`src/rtl/layer_serializer.sv`:
```
// layer_serializer: captures a layer's packed output vector on a valid strobe
// and replays it one element per clock as a valid/data stream for the next
// layer's input. A new vector is only taken while idle or on the last element
// of the current stream, which allows gap-free back-to-back streaming.
module layer_serializer #(
  parameter int neurons   = 10,
  parameter int dataWidth = 16
) (
  input  logic                           clk,
  input  logic                           rst_n,
  input  logic                           ser_in_valid,
  input  logic [neurons*dataWidth-1:0]   ser_in_data,
  output logic                           ser_in_ready,
  output logic                           ser_out_valid,
  output logic [dataWidth-1:0]           ser_out_data,
  output logic                           ser_done,
  output logic                           ser_drop
);

  localparam int              IdxW    = $clog2(neurons);
  localparam logic [IdxW-1:0] LastIdx = IdxW'(neurons - 1);

  typedef enum logic {IDLE, SHIFT} state_t;

  state_t                         state;
  logic [IdxW-1:0]                idx;
  logic [IdxW-1:0]                next_idx;
  logic [neurons*dataWidth-1:0]   shift_reg;
  logic                           accept;

  // Ready only when no element is still waiting to be emitted after this cycle.
  assign ser_in_ready = (state == IDLE) || ((state == SHIFT) && (idx == LastIdx));
  assign accept       = ser_in_valid & ser_in_ready;

  // Index of the element that will be shown on the next cycle of a running stream.
  always_comb begin
    next_idx = idx + 1'b1;
  end

  // Stream FSM: element 0 is loaded straight from the input on accept, the rest
  // are shifted out of the captured copy, lowest element first.
  always_ff @(posedge clk) begin
    if (!rst_n) begin
      state         <= IDLE;
      idx           <= '0;
      shift_reg     <= '0;
      ser_out_valid <= 1'b0;
      ser_out_data  <= '0;
      ser_done      <= 1'b0;
      ser_drop      <= 1'b0;
    end else begin
      ser_drop <= ser_in_valid & ~ser_in_ready;
      if (accept) begin
        state         <= SHIFT;
        idx           <= '0;
        shift_reg     <= ser_in_data >> dataWidth;
        ser_out_valid <= 1'b1;
        ser_out_data  <= ser_in_data[dataWidth-1:0];
        ser_done      <= 1'b0;
      end else if ((state == SHIFT) && (idx != LastIdx)) begin
        idx           <= next_idx;
        shift_reg     <= shift_reg >> dataWidth;
        ser_out_valid <= 1'b1;
        ser_out_data  <= shift_reg[dataWidth-1:0];
        ser_done      <= (next_idx == LastIdx);
      end else begin
        state         <= IDLE;
        idx           <= '0;
        ser_out_valid <= 1'b0;
        ser_out_data  <= '0;
        ser_done      <= 1'b0;
      end
    end
  end

endmodule

```
`config.mk`:
```
export PLATFORM = sky130hd
export DESIGN_NAME = layer_serializer
export DESIGN_NICKNAME = d
export VERILOG_FILES = /design/src/rtl/layer_serializer.sv
export SDC_FILE = /design/constraint.sdc
export NUM_CORES = 1
export LEC_CHECK = 0
export CORE_UTILIZATION = 30
export DETAILED_ROUTE_END_ITERATION = 6
export PLACE_DENSITY_LB_ADDON = 0.08
export SLEW_MARGIN = 20
export SYNTH_ARGS = -nofsm -noshare
export SYNTH_HDL_FRONTEND = slang
export SYNTH_SLANG_ARGS = --single-unit
```
`constraint.sdc`:
```
create_clock -name clk -period 1.5 [get_ports clk]
set_input_delay 0.3 -clock clk [delete_from_list [all_inputs] [get_ports clk]]
set_output_delay 0.3 -clock clk [all_outputs]
set_load 0.02 [all_outputs]
```
# Word-level counts from Yosys, hierarchy flattened
# Index checks and enable logic that the tools add are counted.
[classes] addsub=1 n_eq_ne=4 muxes=8 n_bitwise=6 reduce_logical=5
[op_table] cell="$mux W144" n=2
[op_table] cell="$mux W16" n=2
[op_table] cell="$eq A4 B4 Y1 const B" n=2
[op_table] cell="$add A4 B1 Y4 const B" n=1
[op_table] cell="$mux W1" n=4
[op_table] cell="$ne A4 B4 Y1 const B" n=1
[op_table] cell="$not A1 Y1" n=4
[op_table] cell="$reduce_or A3 Y1" n=1
[op_table] cell="$and A1 B1 Y1" n=2
[op_table] cell="$logic_and A1 B1 Y1" n=2
[op_table] cell="$ne A2 B2 Y1 const B" n=1
[op_table] cell="$reduce_bool A2 Y1" n=1
[op_table] cell="$logic_or A1 B1 Y1" n=1
[totals] regBits=168 inputBits=163 output_inout_bits=20 elab_cells=31

# Depth between registers and ports, before layout
[depth] ltp_word=5 depth_mapped=8

# Least setup slack after synthesis
# OpenSTA, ideal clock, no wires.
[synth_timing] path_kind="reg-to-reg" startpoint="reg idx[1]" endpoint="reg shift_reg[100]" setup_time_ns=0.116 arrival_time_ns=1.411 setup_slack_ns=-0.027 path_stages_with_launch=9 n_path_buf=2 period_less_slack_ns=1.527 path_cell_list="dfxtp_1 > inv_1 > ha_1 > and3b_4 > nor2_8 > inv_2 > buf_6 > buf_6 > o211a_1"
[synth_via] elab_chain_cells=5
[synth_rtl] element="start, declared" line_no="26" source="logic [IdxW-1:0] idx;"
[synth_rtl] element="start signal, assigned" line_no="61" source="idx <= next_idx;"
[synth_rtl] element="$eq A4 B4 Y1" line_no="32" source="assign ser_in_ready = (state == IDLE) || ((state == SHIFT) && (idx == LastIdx));"
[synth_rtl] element="$logic_and A1 B1 Y1" line_no="32"
[synth_rtl] element="$logic_or A1 B1 Y1" line_no="32"
[synth_rtl] element="$and A1 B1 Y1" line_no="33" source="assign accept = ser_in_valid & ser_in_ready;"
[synth_rtl] element="$mux W144 / $reduce_bool A2 Y1 (equally long branches)"
[synth_rtl] element="end signal, assigned" line_no="56" source="shift_reg <= ser_in_data >> dataWidth;"
[synth_rtl] element="end signal, assigned" line_no="62" source="shift_reg <= shift_reg >> dataWidth;"
[synth_rtl] element="end, declared" line_no="28" source="logic [neurons*dataWidth-1:0] shift_reg;"
# Parallel ways exist; a longest one is shown, timed or not.
# A chain may end at the register's enable or synchronous reset.

# Worst setup path after layout
[layout_timing] startpoint="reg idx[1]" endpoint="out ser_in_ready"
[layout_via] elab_chain_cells=3
[layout_rtl] element="$eq A4 B4 Y1" line_no="32"
[layout_rtl] element="$logic_and A1 B1 Y1" line_no="32"
[layout_rtl] element="$logic_or A1 B1 Y1" line_no="32"
[layout_rtl] element="end, declared" line_no="13" source="output logic ser_in_ready,"
# Every way passes these cells.

==> reports/metrics.json <==
{
  "clock_tree_from_tritoncts": "done",
  "timing.clock.skew_ps": 10.48,
  "layout.nets": 1092,
  "first_drt_pass_iteration_count": 5,
  "ios": 183,
  "vdd_drop_max_mv": 0.5818,
  "synthDominantAreaCellType": "sky130_fd_sc_hd__dfxtp_1",
  "die_x_um": 162.2,
  "maximum_fanout_encountered_on_the_critical_timing_path": 3,
  "final.min_clock_period_ps": 1748,
  "netlist_top_cells_count": "sky130_fd_sc_hd__dfxtp_1 (168), sky130_fd_sc_hd__mux2i_1 (144), sky130_fd_sc_hd__o21ai_0 (140)",
  "power_frac_clock_pct": 40.1,
  "rsz_0062_raised_after_global_routing": "true",
  "worst_skew_pair_later_pin_latency_ps": 430,
  "grt_usage_pct": 19.08,
  "avgRoutedWirePerCell_um": 21.28,
  "cts.reportedPaths.clkPinSlew_ps": 70,
  "routabilityCongestion": 0.8034,
  "synthTopCellsByArea": "sky130_fd_sc_hd__dfxtp_1 (44%), sky130_fd_sc_hd__mux2i_1 (19%), sky130_fd_sc_hd__o211a_1 (17%), sky130_fd_sc_hd__o21ai_0 (9.1%), sky130_fd_sc_hd__buf_6 (2.2%)",
  "max_clock_freq_mhz": 572.0,
  "drive_above_1_share_pct": 15.55,
  "synth_async_sr_flop_share_pct": 0,
  "whs_ps": 316.2,
  "grt_pass1_wl_um": 37940,
  "rows": 58,
  "cap_viol_max_count": 0,
  "yosysWarningCount": 0,
  "violations_in_the_final_reports": "setup timing",
  "layout-area-overhead-vs-synth_pct": 48.77,
  "switching_share_of_power_pct": 25.27,
  "worstSetupEndpointType": "primary output",
  "clock_sinks": 168,
  "postRouteAntennaNets": 0,
  "max-clock-path-buffers": 2,
  "synth.ff_latch_count": 168,
  "combPwrFrac_pct": 17.3,
  "outcome": "complete, but fails checks",
  "p_per_area_mw_per_mm2": 1039,
  "synthCells": 740,
  "hpwl_um": 16580,
  "post-place-cells": 1202,
  "cts_inserted_buffers": 17,
  "critical_path_class": "reg -> out",
  "p_seq_share_pct": 42.6,
  "overflow": 0,
  "synth_sequential_area_ratio_pct": 43.70,
  "num_vias": 6621,
  "fin_util_pct": 45.47,
  "finalSetupViolations": 145,
  "routed_wl_um": 27000,
  "fin_crit_sh_pct": 116.5,
  "hold_viol": 0,
  "h_tree_lvl_count": 4,
  "p_leak_nw": 5.619,
  "syn_nets": 906,
  "worstHoldPathType": "in -> reg",
  "worstSetupStartpointType": "flop",
  "drtIter0Drc": 463,
  "grt_antenna_before_repair": 1,
  "max_slew.worst_pin.slew_ps": 459.7,
  "fillerInstances": 2354,
  "viasPerCell": 5.217,
  "maxSlewHeadroom_pct": 69.36,
  "maxSlewViolCount": 0,
  "p_sw_mw": 3.006,
  "synth_flop_cell": "sky130_fd_sc_hd__dfxtp_1",
  "initial_core_util_pct": 30.56,
  "synth_area_per_cell_um2": 10.40,
  "drc": 0,
  "pre_cts_slack_ps": -109.1,
  "floorplan.core_area_mm2": 0.02518,
  "floorplan.die_area_mm2": 0.02630,
  "synth_edf_count": 0,
  "floorplan.die.height_um": 162.2,
  "synthDominantCellAreaShare_pct": 43.70,
  "hold_buffers_post_cts": 0,
  "numPortBuffers": 182,
  "power.internal_mw": 8.892,
  "largest_reg_flops": 144,
  "final_cell_count_no_fill": 1269,
  "antenna_cells_inserted": 0,
  "cell_with_the_most_instances_after_synthesis": "sky130_fd_sc_hd__dfxtp_1",
  "total_power_of_the_final_layout_mw": 11.90,
  "postLayoutSetupSlackWorst_ps": -248.2,
  "critPathRequiredTime_ps": 1200,
  "critPathArrivalTime_ps": 1450,
  "grt_max_degree": 83,
  "clock_tree.root_cell": "sky130_fd_sc_hd__clkbuf_16",
  "synth_area_mm2": 0.007696,
  "synth.distinct_cells": 28,
  "via_count_of_the_first_global_routing_pass": 6715
}
==> logic make-up (layout without fill, tap and decap cells) <==
group                    after synthesis  in the layout  synth area share, %
flip-flops                           168            168                43.70
AND/OR/NAND/NOR                       61             61                4.260
adder cells (fa/ha/maj)                3              3               0.4878
XOR/XNOR                               2              2               0.2276
multiplexers                         144            144                18.73
buffers and inverters                 87            286                6.324
AO/OA/AOI/OAI                        275            275                26.27
==> critical path, stage by stage (launching register included) <==
cell and delay [ps]:
sky130_fd_sc_hd__dfxtp_2 340, sky130_fd_sc_hd__inv_2 50, sky130_fd_sc_hd__ha_4 150, sky130_fd_sc_hd__and3b_4 200, sky130_fd_sc_hd__nor2_8 120, sky130_fd_sc_hd__inv_8 40, sky130_fd_sc_hd__buf_6 120
==> cell type report <==
cell class,count,area (µm²),area share (%)
Tap cell,330,412.9,3.606
Timing Repair Buffer,250,2982,26.04
Inverter,4,23.77,0.2076
Clock buffer,22,464.2,4.054
Clock inverter,10,168.9,1.475
Sequential cell,168,3366,29.40
Multi-Input combinational cell,485,4033,35.22
==> stage by stage <==
stage                     TNS [ps]  instance area, µm²
after detailed placement     -1287                9898
after global placement      -299.2                9898
final                       -26910               11450
after global routing        -34450               11450
after floorplan                  0                7716
after CTS                   -17670               10860
==> final timing paths <==
check,startpoint,to,cells past startpoint,slack [ps]
setup reg to reg,idx[1]$_SDFF_PP0_,shift_reg[49]$_SDFFE_PN0P_,9,-210
hold / removal,rst_n,state$_SDFFE_PN0P_,2,320
hold reg to reg,shift_reg[3]$_SDFFE_PN0P_,ser_out_data[3]$_SDFF_PN0_,2,490
setup / recovery,idx[1]$_SDFF_PP0_,ser_in_ready,6,-250
==> routing by layer <==
metal | share of wire (%) | track usage, %
met1 | 43 | 23.01
met2 | 51 | 34.06
met3 | 4.3 | 3.958
met4 | 1.3 | 5.189
met5 | 0.063 | 0
==> timing repair <==
| item | CTS | global route |
|---|---|---|
| resized for setup | 110 | 42 |
| pin swaps | 6 | 2 |
| setup endpoints to repair | 46 | 146 |
| hold endpoints to repair | 0 | 0 |
| cloned | 5 | 19 |
| buffers inserted | 7 | 5 |
==> cell usage in the layout, fill, tap and decap left out, types with 16 or more instances in the layout <==
cell type	instances
sky130_fd_sc_hd__o21ai_1	26
sky130_fd_sc_hd__dfxtp_1	166
sky130_fd_sc_hd__buf_4	23
sky130_fd_sc_hd__nand4_1	16
sky130_fd_sc_hd__o21ai_0	86
sky130_fd_sc_hd__o21ai_2	28
sky130_fd_sc_hd__mux2i_1	144
sky130_fd_sc_hd__clkbuf_16	32
sky130_fd_sc_hd__clkdlybuf4s50_1	160
sky130_fd_sc_hd__o211a_1	128
sky130_fd_sc_hd__dlygate4sd2_1	19
sky130_fd_sc_hd__nand3_1	17
==> power by group through the flow <==
stage / registers [mW] / logic (mW) / clock network, mW
6_report: 5.07 / 2.06 / 4.77
5_1_grt: 5.09 / 2.23 / 5.04
4_1_cts: 5.07 / 1.88 / 4.86
3_5_place_dp: 5.17 / 1.79 / 0
3_3_place_gp: 5.17 / 1.75 / 0
2_1_floorplan: 5.07 / 1.01 / 0
Power figures use the tool's default switching activity.
